$ cat src/rtl/colorloop_mlane.sv
// Scanline-chunk controller for the colour-fill stage: clears z/frame buffers on a new
// frame and spreads the rows of one chunk over LANES fill workers with req/ack handshakes.
module colorloop_mlane #(
  parameter int WIDTH      = 640,
  parameter int HEIGHT     = 480,
  parameter int CHUNK_SIZE = 16,
  parameter int LANES      = 2,
  parameter int ROW_W      = 16,
  parameter int ZADDR_W    = 19,
  parameter int FBADDR_W   = 19,
  parameter int LAYER_SIZE = 16,
  parameter logic [LAYER_SIZE-1:0] CLEAR_Z = '1
) (
  input  logic                   clk,
  input  logic                   rst,
  input  logic                   new_frame,
  input  logic                   clear_fb_en,
  input  logic [23:0]            clear_color,
  input  logic                   color_en,
  input  logic [ROW_W-1:0]       start_row,
  input  logic                   all_done,
  output logic [LANES-1:0]       row_req,
  output logic [LANES*ROW_W-1:0] row_idx,
  input  logic [LANES-1:0]       row_ack,
  output logic [LANES-1:0]       lane_busy,
  output logic [ZADDR_W-1:0]     zbuf_addr,
  output logic [LAYER_SIZE-1:0]  zbuf_wdata,
  output logic                   zbuf_we,
  output logic [FBADDR_W-1:0]    fb_addr,
  output logic [23:0]            fb_wdata,
  output logic                   fb_we,
  output logic                   clear_busy,
  output logic                   ready,
  output logic                   done
);

  typedef enum logic [2:0] {S_IDLE, S_CLEAR, S_DISPATCH, S_DRAIN, S_DONE} state_t;

  localparam logic [ZADDR_W-1:0] LAST_ADDR = ZADDR_W'(WIDTH * HEIGHT - 1);
  localparam logic [ROW_W:0]     HEIGHT_R  = (ROW_W + 1)'(HEIGHT);
  localparam logic [ROW_W:0]     CHUNK_R   = (ROW_W + 1)'(CHUNK_SIZE);

  state_t               state_q, state_d;
  logic [ZADDR_W-1:0]   clear_addr_q, clear_addr_d;
  logic                 pending_q, pending_d;
  logic                 pend_fb_en_q, pend_fb_en_d;
  logic [23:0]          pend_color_q, pend_color_d;
  logic                 fb_en_q, fb_en_d;
  logic [23:0]          color_q, color_d;
  logic [ROW_W:0]       next_row_q, next_row_d;
  logic [ROW_W:0]       end_row_q, end_row_d;
  logic [LANES-1:0]     lane_busy_q, lane_busy_d;
  logic [LANES-1:0]     issue_mask_s;
  logic                 issue_any_s;
  logic [ROW_W:0]       chunk_end_s;

  // State and datapath registers
  always_ff @(posedge clk or posedge rst) begin
    if (rst) begin
      state_q      <= S_IDLE;
      clear_addr_q <= '0;
      pending_q    <= 1'b0;
      pend_fb_en_q <= 1'b0;
      pend_color_q <= 24'h000000;
      fb_en_q      <= 1'b0;
      color_q      <= 24'h000000;
      next_row_q   <= '0;
      end_row_q    <= '0;
      lane_busy_q  <= '0;
    end else begin
      state_q      <= state_d;
      clear_addr_q <= clear_addr_d;
      pending_q    <= pending_d;
      pend_fb_en_q <= pend_fb_en_d;
      pend_color_q <= pend_color_d;
      fb_en_q      <= fb_en_d;
      color_q      <= color_d;
      next_row_q   <= next_row_d;
      end_row_q    <= end_row_d;
      lane_busy_q  <= lane_busy_d;
    end
  end

  // Pick the lowest-index free lane while rows remain; uses only registered busy flags
  always_comb begin
    issue_mask_s = '0;
    issue_any_s  = 1'b0;
    if (state_q == S_DISPATCH && next_row_q < end_row_q) begin
      for (int i = 0; i < LANES; i++) begin
        if (!issue_any_s && !lane_busy_q[i]) begin
          issue_mask_s[i] = 1'b1;
          issue_any_s     = 1'b1;
        end else begin
          issue_mask_s[i] = 1'b0;
        end
      end
    end else begin
      issue_mask_s = '0;
    end
  end

  // Next-state logic
  always_comb begin
    state_d      = state_q;
    clear_addr_d = clear_addr_q;
    pending_d    = pending_q;
    pend_fb_en_d = pend_fb_en_q;
    pend_color_d = pend_color_q;
    fb_en_d      = fb_en_q;
    color_d      = color_q;
    next_row_d   = next_row_q;
    end_row_d    = end_row_q;
    lane_busy_d  = (lane_busy_q & ~row_ack) | issue_mask_s;
    chunk_end_s  = {1'b0, start_row} + CHUNK_R;

    // A frame request seen while busy is remembered with its own fill settings
    if (new_frame && state_q != S_IDLE) begin
      pending_d    = 1'b1;
      pend_fb_en_d = clear_fb_en;
      pend_color_d = clear_color;
    end else begin
      pending_d    = pending_q;
    end

    case (state_q)
      S_IDLE: begin
        if (new_frame) begin
          state_d      = S_CLEAR;
          fb_en_d      = clear_fb_en;
          color_d      = clear_color;
          clear_addr_d = '0;
          pending_d    = 1'b0;
        end else if (pending_q) begin
          state_d      = S_CLEAR;
          fb_en_d      = pend_fb_en_q;
          color_d      = pend_color_q;
          clear_addr_d = '0;
          pending_d    = 1'b0;
        end else if (color_en) begin
          state_d    = S_DISPATCH;
          next_row_d = {1'b0, start_row};
          end_row_d  = (chunk_end_s > HEIGHT_R) ? HEIGHT_R : chunk_end_s;
        end else begin
          state_d = S_IDLE;
        end
      end
      S_CLEAR: begin
        if (clear_addr_q == LAST_ADDR) begin
          state_d      = S_IDLE;
          clear_addr_d = '0;
        end else begin
          clear_addr_d = clear_addr_q + ZADDR_W'(1);
        end
      end
      S_DISPATCH: begin
        next_row_d = next_row_q + {{ROW_W{1'b0}}, issue_any_s};
        // >= also covers an empty chunk whose start lies beyond the frame
        if (next_row_d >= end_row_q) begin
          state_d = S_DRAIN;
        end else begin
          state_d = S_DISPATCH;
        end
      end
      S_DRAIN: begin
        if (lane_busy_q == '0) begin
          state_d = S_DONE;
        end else begin
          state_d = S_DRAIN;
        end
      end
      S_DONE: begin
        if (all_done) begin
          state_d = S_IDLE;
        end else begin
          state_d = S_DONE;
        end
      end
      default: state_d = S_IDLE;
    endcase
  end

  // Output decode from registered state only
  always_comb begin
    row_req    = issue_mask_s;
    row_idx    = '0;
    lane_busy  = lane_busy_q;
    clear_busy = (state_q == S_CLEAR);
    ready      = (state_q == S_IDLE);
    done       = (state_q == S_DONE);
    for (int i = 0; i < LANES; i++) begin
      if (issue_mask_s[i]) begin
        row_idx[i*ROW_W +: ROW_W] = next_row_q[ROW_W-1:0];
      end else begin
        row_idx[i*ROW_W +: ROW_W] = '0;
      end
    end
    if (state_q == S_CLEAR) begin
      zbuf_we    = 1'b1;
      zbuf_addr  = clear_addr_q;
      zbuf_wdata = CLEAR_Z;
      fb_we      = fb_en_q;
      fb_addr    = FBADDR_W'(clear_addr_q);
      fb_wdata   = color_q;
    end else begin
      zbuf_we    = 1'b0;
      zbuf_addr  = '0;
      zbuf_wdata = '0;
      fb_we      = 1'b0;
      fb_addr    = '0;
      fb_wdata   = 24'h000000;
    end
  end

endmodule
$ cat config.mk
export PLATFORM = sky130hd
export DESIGN_NAME = colorloop_mlane
export DESIGN_NICKNAME = d
export VERILOG_FILES = /design/src/rtl/colorloop_mlane.sv
export SDC_FILE = /design/constraint.sdc
export NUM_CORES = 1
export LEC_CHECK = 0
export BUFFER_PORTS_ARGS = -buffer_cell sky130_fd_sc_hd__buf_4
export CAP_MARGIN = 30
export CORE_ASPECT_RATIO = 0.8
export CORE_MARGIN = 10
export CORE_UTILIZATION = 59
export DETAILED_ROUTE_END_ITERATION = 10
export GPL_ROUTABILITY_DRIVEN = 0
export HOLD_SLACK_MARGIN = 0.05
export PLACE_DENSITY = 0.93
export SYNTH_ARGS = -nofsm -noshare
export SYNTH_HDL_FRONTEND = slang
export SYNTH_SLANG_ARGS = --single-unit
$ cat constraint.sdc
create_clock -name clk -period 8.3 [get_ports clk]
set_input_delay 0.415 -clock clk [delete_from_list [all_inputs] [get_ports clk]]
set_output_delay 0.415 -clock clk [all_outputs]
set_load 0.01 [all_outputs]
-- After elaboration in Yosys (flattened, before gate mapping)
Index checks and enable logic that the tools add are counted.
- bits in registers: 109
- input bits: 48
- output and inout port bits: 119
- word-level logic and storage cells: 84
- add/subtract/negate cells: 3
- magnitude comparators: 3
- equality and inequality tests: 10
- mux-type cells: 38
- bitwise logic cells: 5
- reduce and logical (&&, ||, !) cells: 15
- operator list (cell ; count):
    two-way mux 19 bit ; 4
    two-way mux 24 bit ; 3
    two-way mux 17 bit ; 4
    two-way mux 16 bit ; 3
    one-hot mux 19 bit (2 select lines) ; 1
    one-hot mux 17 bit (2 select lines) ; 1
    adder 19 x 1 -> 19 bit (second input constant) ; 1
    equality test 19 bit (second input constant) ; 1
    adder 16 x 5 -> 17 bit (second input constant) ; 1
    adder 17 x 1 -> 17 bit ; 1
    >= comparator 17 bit ; 1
    > comparator 17 x 9 -> 1 bit (second input constant) ; 1
    less-than comparator 17 bit ; 1
    one-hot mux 3 bit (5 select lines) ; 1
    two-way mux 1 bit ; 14
    two-way mux 3 bit ; 3
    two-way mux 2 bit ; 4
    AND reduction 4 bit ; 2
    equality test 3 x 2 -> 1 bit (second input constant) ; 2
    != test 2 bit (second input constant) ; 3
    nonzero test 2 bit ; 3
    AND reduction 2 bit ; 2
    equality test 3 x 1 -> 1 bit (second input constant) ; 1
    equality test 3 bit (second input constant) ; 1
    other kinds (11) ; 15

-- Longest topological paths before layout
Gate-level depths: netlist (run 1).
- depth after elaboration: 11
- depth in mapped cells: 21
- mapped depth without buffers: 19

-- Worst setup path after synthesis (run 1)
OpenSTA, ideal clock, no wires.
- kind: flip-flop to flip-flop
- start: register next_row_q[5]
- end: register state_q[0]
- library setup time: 0.087 ns
- arrival: 4.195 ns
- required time: 8.213 ns
- path slack: 4.019 ns
- cell stages (with the launch flop): 20
- path buffers: 1
- period minus slack after synthesis: 4.281 ns
- path through: dfrtp_1 > ha_1 > a21oi_1 > a21oi_1 > a2111oi_2 > a211oi_2 > buf_2 > nor2_1 > ha_1 > ha_1 > nand3_2 > nor4_2 > nand3_1 > xnor2_1 > ha_1 > nand4_1 > or4_1 > a21oi_1 > o31ai_1 > o211ai_1
- word-level cells in the longest chain between the ends: 7
- ends and longest elaborated chain (item ; RTL line ; text):
    from (decl) ; 50 ; logic [ROW_W:0] next_row_q, next_row_d;
    from (signal assigned) ; 78 ; next_row_q <= next_row_d;
    less-than comparator 17 bit ; 88 ; if (state_q == S_DISPATCH && next_row_q < end_row_q) begin
    logical AND 1 bit ; 88 ;
    two-way mux 1 bit ; 88 ;
    adder 17 x 1 -> 17 bit (*) ; 156 ; next_row_d = next_row_q + {{ROW_W{1'b0}}, issue_any_s};
    >= comparator 17 bit (*) ; 158 ; if (next_row_d >= end_row_q) begin
    two-way mux 1 bit (*) ; 158 ;
    one-hot mux 3 bit (5 select lines) (*) ; 125 ; case (state_q)
    to (signal assigned) ; 71 ; state_q <= state_d;
    to (decl) ; 43 ; state_t state_q, state_d;
Every way passes the cells marked *; elsewhere a longest branch is shown, timed or not.
A chain may end at the register's enable or synchronous reset.

-- Worst setup path after layout (run 1)
- start: register state_q[0]
- end: register state_q[0]
- word-level cells in the longest chain between the ends: 7
- elaborated cells on any way between the ends: 12
- classes of those cells: add/sub (1); order compare (1); eq/ne (5); mux (3); reduce/logical (2)
- ends and longest elaborated chain (item ; RTL line):
    equality test 3 x 2 -> 1 bit ; 88, 125
    logical AND 1 bit ; 88
    two-way mux 1 bit ; 88
    adder 17 x 1 -> 17 bit ; 156
    >= comparator 17 bit ; 158
    two-way mux 1 bit ; 158
    one-hot mux 3 bit (5 select lines) ; 125
Several ways; a longest one is shown, not always the timed one.

==> results of run 1 <==
-- cells in the final DEF, fill, tap and decap left out, types with 3 or more instances in the layout --
cell type | netlist | routed
mux2i_1 | 28 | 28
xnor2_1 | 11 | 11
nand3_1 | 29 | 29
ha_1 | 38 | 38
o22ai_1 | 7 | 7
and2_1 | 5 | 5
inv_6 | 0 | 3
a41oi_1 | 3 | 3
clkbuf_16 | 0 | 9
a22oi_1 | 7 | 7
o21ai_0 | 30 | 30
xor2_1 | 16 | 16
and3_1 | 53 | 53
buf_4 | 37 | 171
nor3b_1 | 26 | 26
a21oi_1 | 48 | 48
nor2_1 | 68 | 67
nand2_1 | 26 | 26
or3_1 | 4 | 4
inv_1 | 28 | 27
nor3_1 | 19 | 19
a21o_1 | 4 | 4
nor4_1 | 3 | 3
dfrtp_1 | 109 | 109
nand4_1 | 14 | 14
a31oi_1 | 8 | 8
nand2b_1 | 7 | 7
o21a_1 | 3 | 3
a22o_1 | 5 | 5
a211oi_1 | 3 | 3
mux2_2 | 26 | 26
-- final cells by class --
| type | count | share of cell area (%) |
|---|---|---|
| clock inverter | 7 | 1.06 |
| tap | 148 | 2.21 |
| timing repair buffer | 176 | 16.3 |
| clock buffer | 9 | 2.69 |
| multi-input combinational | 526 | 43.9 |
| sequential | 109 | 32.6 |
| inverter | 28 | 1.28 |
-- per-layer routing --
layer | up-vias | track usage (%) | share of wire [%] | wire [um]
met2 | 290 | 36.6 | 47 | 9200
met4 | 0 | 9.45 | 3.4 | 656
met5 | - | 0 | 0 | 0
met1 | 2980 | 28.3 | 39 | 7650
met3 | 57 | 7.06 | 9.8 | 1900
li1 | 2839 | - | - | -
-- worst paths after layout --
path | endpoint | slack (ps) | depth (start not counted)
hold / removal | lane_busy[1] | 250 | 2
min in group asynchronous | pend_color_q[9] | 590 | 3
setup / recovery | state_q[0] | 3470 | 18
max in group asynchronous | end_row_q[11] | 6670 | 5
hold reg to reg | pend_color_q[11] | 510 | 1
setup reg to reg | state_q[0] | 3470 | 18
-- cells by family (layout without fill, tap and decap cells) --
kind of cell / Yosys count / count (layout) / share of synthesized area [%]
and+or+nand+nor: 272 / 272 / 21.7
AOI/OAI and AO/OA: 135 / 135 / 12.4
buffers and inverters: 110 / 220 / 8.18
DFF: 109 / 109 / 39.2
muxes: 54 / 54 / 8.24
adders and majority gates: 38 / 38 / 6.83
xor gates and xnor gates: 27 / 27 / 3.40
-- cell usage after synthesis (all sizes together), types with 3 or more instances --
cell type	instances	area, um^2
dfrtp	109	2730
nor2	68	255
and3	53	332
buf	53	353
a21oi	48	240
ha	38	475
nand3	31	165
o21ai	30	150
clkbuf	29	111
inv	28	105
mux2i	28	280
nor3b	27	208
mux2	26	293
nand2	26	97.6
nor3	21	121
xor2	16	140
nand4	14	87.6
xnor2	11	96.3
a31oi	8	50.1
a22oi	7	52.6
nand2b	7	43.8
o22ai	7	43.8
a22o	5	43.8
and2	5	31.3
nor4	5	52.6
a211oi	4	35.0
a21o	4	30.0
o21a	4	37.5
or3	4	25.0
a41oi	3	26.3
-- flip-flops by register name, indices dropped and copies added (netlist names) --
signal and cells:
lane_busy 2, pend_fb_en_q 1, fb_en_q 1, pend_color_q 24
next_row_q 17, state_q 3, pending_q 1, color_q 24
end_row_q 17, clear_addr_q 19
-- per-stage QoR --
step	cells	util [%]	cell area, um^2
2_1_floorplan	745	-	6960
3_3_place_gp	982	69.3	7980
3_5_place_dp	985	69.8	8040
4_1_cts	1002	72.6	8360
5_1_grt	1003	72.8	8380
6_report	1003	72.8	8380
-- critical path, stage by stage, from the launching register on --
cell	delay (ps)
dfrtp_1	360
buf_4	260
nand2b_1	510
buf_8	300
nor3_2	230
o21ai_0	140
nor2_1	130
ha_1	210
ha_1	260
nand3_2	190
nor4_2	470
nand3_1	210
xnor2_1	170
ha_1	330
nand4_1	120
or4_1	480
a21oi_1	170
o31ai_1	100
o211ai_1	90
-- what timing repair did --
action / 4_1_cts / 5_1_grt
hold endpoints to repair: 20 / 0
hold buffers: 1 / 0
buffers inserted: 0 / 0
-- power groups by stage --
| stage | Sequential, mW | Combinational (mW) | Clock [mW] |
|---|---|---|---|
| after floorplan | 0.801 | 0.807 | 0 |
| after global placement | 0.850 | 1.11 | 0 |
| after detailed placement | 0.860 | 1.16 | 0 |
| after CTS | 0.852 | 1.18 | 0.460 |
| after global routing | 0.880 | 1.30 | 0.480 |
| final | 0.858 | 1.18 | 0.457 |
==> summary.md, run 1 <==
| Metric | Value |
|---|---|
| Core area | 0.0115 mm^2 |
| Row cnt | 35 |
| Initial detailed-routing violation count | around 660 |
| Critical Path Start Type | flop |
| Hpwl dp | approximately 14000 um |
| Crit Path Category | reg -> reg |
| Clk buf depth | 2 |
| Hold Crit Start | row_ack[1] |
| Mean post-synth cell area | 9.34 um^2 |
| Post-route setup TNS | 0 ps |
| TritonCTS Buffers | 9 |
| Register area | 0.00273 mm^2 |
| Status | complete, no violations |
| Achievable Freq | 207 MHz |
| Crit path DAT | 5110 ps |
| Total number of vias | 6166 |
| Pin count of the biggest net entering global routing | 56 |
| Gate count of the mapped netlist | 745 |
| Clock-pin slew on the worst setup and hold paths | 80 ps |
| Total power | 2.49 mW |
| Distinct cells, synth | ~60 |
| Most common flop cell mapped by yosys | dfrtp_1 |
| Post-synth EDFFs | 0 |
| CTS tree | yes |
| Yosys warns | 0 |
| Leakage power | a little over 4 nW |
| Hold WS | around 250 ps |
| Root Buffer Master | clkbuf_16 |
| Final Hold Vio Count | 0 |
| Die height | between 100 and 150 um |
| Place WS | about 3400 ps |
| Number of top-level pins | roughly 170 |
| Final setup fails | 0 |
| Layout cells sized above 1 | 27.4% |
| Worst VDD drop | ~0.00021 V |
| IO Port Bufs | approximately 170 |
| Int Pwr | between 1 and 1.5 mW |
| Overflow after GRT | 0 |
| Area Overhead vs Synth | 20.4% |
| Post-route minimum period | approximately 4800 ps |
| # DRC | 0 |
| Synthesized flop and latch total | between 100 and 150 |
| Skew final | about 8.8 ps |
| Initial antenna violation count | 0 |
| GR Util All Layers | between 20 and 25% |
| Post-cts sizing count | 0 |
| Tightest Pin Transition | between 900 and 1000 ps |
| Syn Nets | approximately 830 |
| Initial Utilization | between 60% and 70% |
| Pins Over Slew Limit | 0 |
| Vias in the first global route | a little over 6000 |
| Combinational power share | between 40% and 50% |
| Clock Power Share | 18.3% |
| Psw | between 1 and 1.5 mW |
| CP Data Required Time | between 8000 and 9000 ps |
| Worst Setup SP | state_q[0] |
| CTS sink count | between 100 and 150 |
| PnR worst setup slack | 3470 ps |
| Reg-to-Reg Start | state_q[0] |
| Via density | between 6 and 7 |
| Final ANT Viol Nets | 0 |
| Htree depth | 3 |
| RSZ-0062 raised after global routing | false |
| DR pass1 iterations | 7 |
| CP Capture Type | flop |
| Chip width | around 140 um |
| Layout Nets | between 900 and 1000 |
| Antenna cell count | 0 |
| First-pass GRT wire length | 30900 um |
| Area of the multi-input gates | roughly 0.0037 mm^2 |
| Clock latency on the worst-skew pair | between 300 and 400 ps |
| Routed wire length | 19400 um |
| Power Dens Cells | around 300 mW/mm^2 |
| Sequential share of power | 34.4% |
| Die area | between 0.015 and 0.02 mm^2 |
| Final period util | between 50% and 60% |
| Drt wl/cell | a little under 20 um |
| Synth Cell Area | between 0.006 and 0.007 mm^2 |
| Net Sw Frac | roughly 40% |
| Hold Path Class | in -> reg |
| # fillers | 780 |
| Rel. slew slack | 37.8% |
| Critical-path maximum fanout | between 50 and 60 |
| Async SR Flop Fraction | 100% |
| Seq/Total Area, Yosys | 39.2% |
| MaxCap Viol Count | 0 |
Power figures use the tool's default switching activity.
==> run 2: changes to the inputs <==
Settings changed: CORE_UTILIZATION 59 to 55, PLACE_DENSITY 0.93 to 0.88.
Clock period 8.3 ns to 4.9 ns, I/O delays scaled along.
==> run 2 against run 1 <==
Against the previous run:
- final cell count increased by 2.7%
- combinational power up 69%
- sequential share of layout area fell by 0.16 points
- wire length up 2.7%
- clock skew up 3.0 ps
- clock power rose by 57%
- total power is 67% higher
- critical path depth stayed put
- utilization is 4.3 points lower
- first-iteration DRC count is 20% lower
- largest cell class unchanged
- highest routed layer unchanged
==> summary.md, run 2 (synthesis results as in run 1) <==
| Metric | Value |
|---|---|
| Status | complete, no violations |
| Hold WS | 76.6 ps (-178 ps) |
| Critical Path Start Type | flop |
| Hold Path Class | in -> reg |
| DR pass1 iterations | 5 (-2) |
| Met2 Usage GRT | 34.9% (-1.8 points) |
| Critical Path, Cell by Cell | ha_1 > a21oi_1 > a21oi_1 > a2111oi_2 > a211oi_4 > nor2_1 > ha_1 > ha_1 > nand3_2 > nor4_4 > nand3_1 > xnor2_1 > ha_1 > nand4_1 > or4_1 > a21oi_1 > o31ai_1 > o211ai_1 |
| Final setup fails | 0 (unchanged) |
| Clk buf depth | 2 (unchanged) |
| Post-route minimum period | 4610 ps (-229 ps) |
| Reg-to-Reg Start | next_row_q[5] |
| CP Data Required Time | 5170 ps (-3400 ps) |
| Root Buffer Master | clkbuf_16 |
| Fin util | 68.5% (-4.3 points) |
| Die area | 0.0176 mm^2 (+6.1%) |
| Via density | 5.95 (-3.2%) |
| CTS tree | yes |
| Slowest cell on the critical path | or4_1 |
| Initial antenna violation count | 0 (unchanged) |
| CP max stage delay | 490 ps (-20 ps) |
| Area Overhead vs Synth | 21.0% |
| GRT met3 Usage | 5.63% (-1.4 points) |
| CTS sink count | 109 (unchanged) |
| Net Sw Frac | 40.3% (+0.17 points) |
| Most common cell after layout, fill and taps aside | buf_4 |
| Pin count of the biggest net entering global routing | 76 (+36%) |
| MaxCap Viol Count | 0 (unchanged) |
| Top Registers | color_q: 24 flops, pend_color_q: 24 flops, clear_addr_q: 19 flops |
| TritonCTS Buffers | 9 (unchanged) |
| Power Dens Cells | 495 mW/mm^2 (+66%) |
| Drt wl/cell | 19.3 um (about the same) |
| IO Port Bufs | 166 (unchanged) |
| Chip width | 146 um (+3.1%) |
| Pins Over Slew Limit | 0 (unchanged) |
| Clock Power Share | 17.2% (-1.1 points) |
| Psw | 1.68 mW (+68%) |
| Initial detailed-routing violation count | 528 (-20%) |
| CP Capture Type | flop |
| Final ANT Viol Nets | 0 (unchanged) |
| Clock-pin slew on the worst setup and hold paths | 80 ps (about the same) |
| Htree depth | 3 (unchanged) |
| Crit path DAT | 4870 ps (-240 ps) |
| Overflow after GRT | 0 (unchanged) |
| Rel. slew slack | 38.9% (+1.1 points) |
| Antenna cell count | 0 (unchanged) |
| Layout Nets | 940 (+0.43%) |
| Routed wire length | 19900 um (+2.7%) |
| Skew final | 11.8 ps (+2.98 ps) |
| # DRC | 0 (unchanged) |
| Hold Crit Start | row_ack[0] |
| Achievable Freq | 217 MHz (+5.0%) |
| Combinational power share | 47.9% (+0.6 points) |
| Tightest Pin Transition | 916 ps (-9.90 ps) |
| Number of top-level pins | 167 (unchanged) |
| Vias in the first global route | 6053 (-0.15%) |
| Int Pwr | 2.49 mW (+67%) |
| Initial Utilization | 56.6% (-3.8 points) |
| First-pass GRT wire length | 31900 um (+3.2%) |
| Clock latency on the worst-skew pair | 350 ps (about the same) |
| Top Usage Layer GRT | met2 |
| Crit Path Category | reg -> reg |
| Sequential share of power | 34.9% (+0.5 points) |
| Row cnt | 36 (+2.9%) |
| Met1 global-route usage | 28.5% (+0.12 points) |
| # fillers | 936 (+20%) |
| Hpwl dp | 14600 um (+1.8%) |
| Final period util | 94.0% (+36 points) |
| Worst Setup SP | next_row_q[5] |
| Most frequent cells in the layout | 176 x buf_4, 109 x dfrtp_1, 66 x nor2_1 |
| Setup slack, reg-to-reg | 290 ps (-3170 ps) |
| GR Util All Layers | 21.9% (-0.96 points) |
| Leakage power | 4.03 nW (+0.29%) |
| Worst Reg-to-Reg Cells | 18 (unchanged) |
| RR Endpoint | state_q[0] |
| Final Hold Vio Count | 0 (unchanged) |
| Critical-path maximum fanout | 7 (-87%) |
| Core area | 0.0123 mm^2 (+6.8%) |
| Worst VDD drop | 0.000335 V (+56%) |
| Die height | 121 um (+3.0%) |
| CP Capture Point | state_q[0] |
| Worst path most repeated cell | ha_1 |
| Total number of vias | 6131 (-0.57%) |
| Layout cells sized above 1 | 27.7% (+0.34 points) |
-- run 2: worst min path at each step --
stage / end / slack [ps] / cells past startpoint
floorplan: end_row_q[4] / 330 / 1
global placement: lane_busy[0] / 430 / 2
detailed placement: lane_busy[0] / 440 / 2
CTS: lane_busy[0] / 70 / 2
global route: lane_busy[0] / 70 / 2
finish: lane_busy[0] / 80 / 2
-- run 2: metal layers --
metal	share of wire [%]	wire, um	vias to the layer above
met5	0	0	-
met2	46	9180	268
met4	2.9	571	0
li1	-	-	2871
met1	43	8530	2938
met3	8.3	1650	54
-- run 2: critical path: cells and delay by family (launching register included) --
family          cells  cell delay (ps)
flops               1              460
simple gates        6             1450
fa+ha+maj           4             1200
compound gates      7             1220
xor+xnor            1              170
-- run 2: cell type report --
| class | instances | area (um^2) | area share (%) |
|---|---|---|---|
| clock inverter | 5 | 50.0 | 0.594 |
| timing repair buffer | 180 | 1390 | 16.5 |
| sequential | 109 | 2730 | 32.4 |
| inverter | 28 | 108 | 1.28 |
| multi-input combinational | 526 | 3690 | 43.8 |
| tap | 171 | 214 | 2.54 |
| clock buffer | 11 | 243 | 2.88 |
-- run 2: metrics by stage --
stage               cells  power [mW]  cell area (um^2)  setup TNS, ps  worst slack, ps
detailed placement   1010        3.43              8060              0              209
global placement     1008        3.33              8030              0              463
finish               1030        4.17              8420              0              295
CTS                  1026        4.16              8360              0              130
floorplan             745        2.72              6960              0              619
global route         1030        4.46              8420          -21.3            -21.3
-- run 2: power groups by stage --
stage / logic, mW / clock network [mW] / registers, mW
global placement: 1.90 / 0 / 1.44
global route: 2.20 / 0.764 / 1.49
CTS: 1.99 / 0.721 / 1.45
floorplan: 1.37 / 0 / 1.36
finish: 2.00 / 0.717 / 1.46
detailed placement: 1.97 / 0 / 1.46
-- run 2: repair_timing --
| action | in CTS | in global routing |
|---|---|---|
| hold endpoints to repair | 0 | 4 |
| buffers inserted | 0 | 2 |
| hold buffers | 0 | 1 |
| resized for setup | 0 | 2 |
| endpoints found under the setup margin | 0 | 1 |
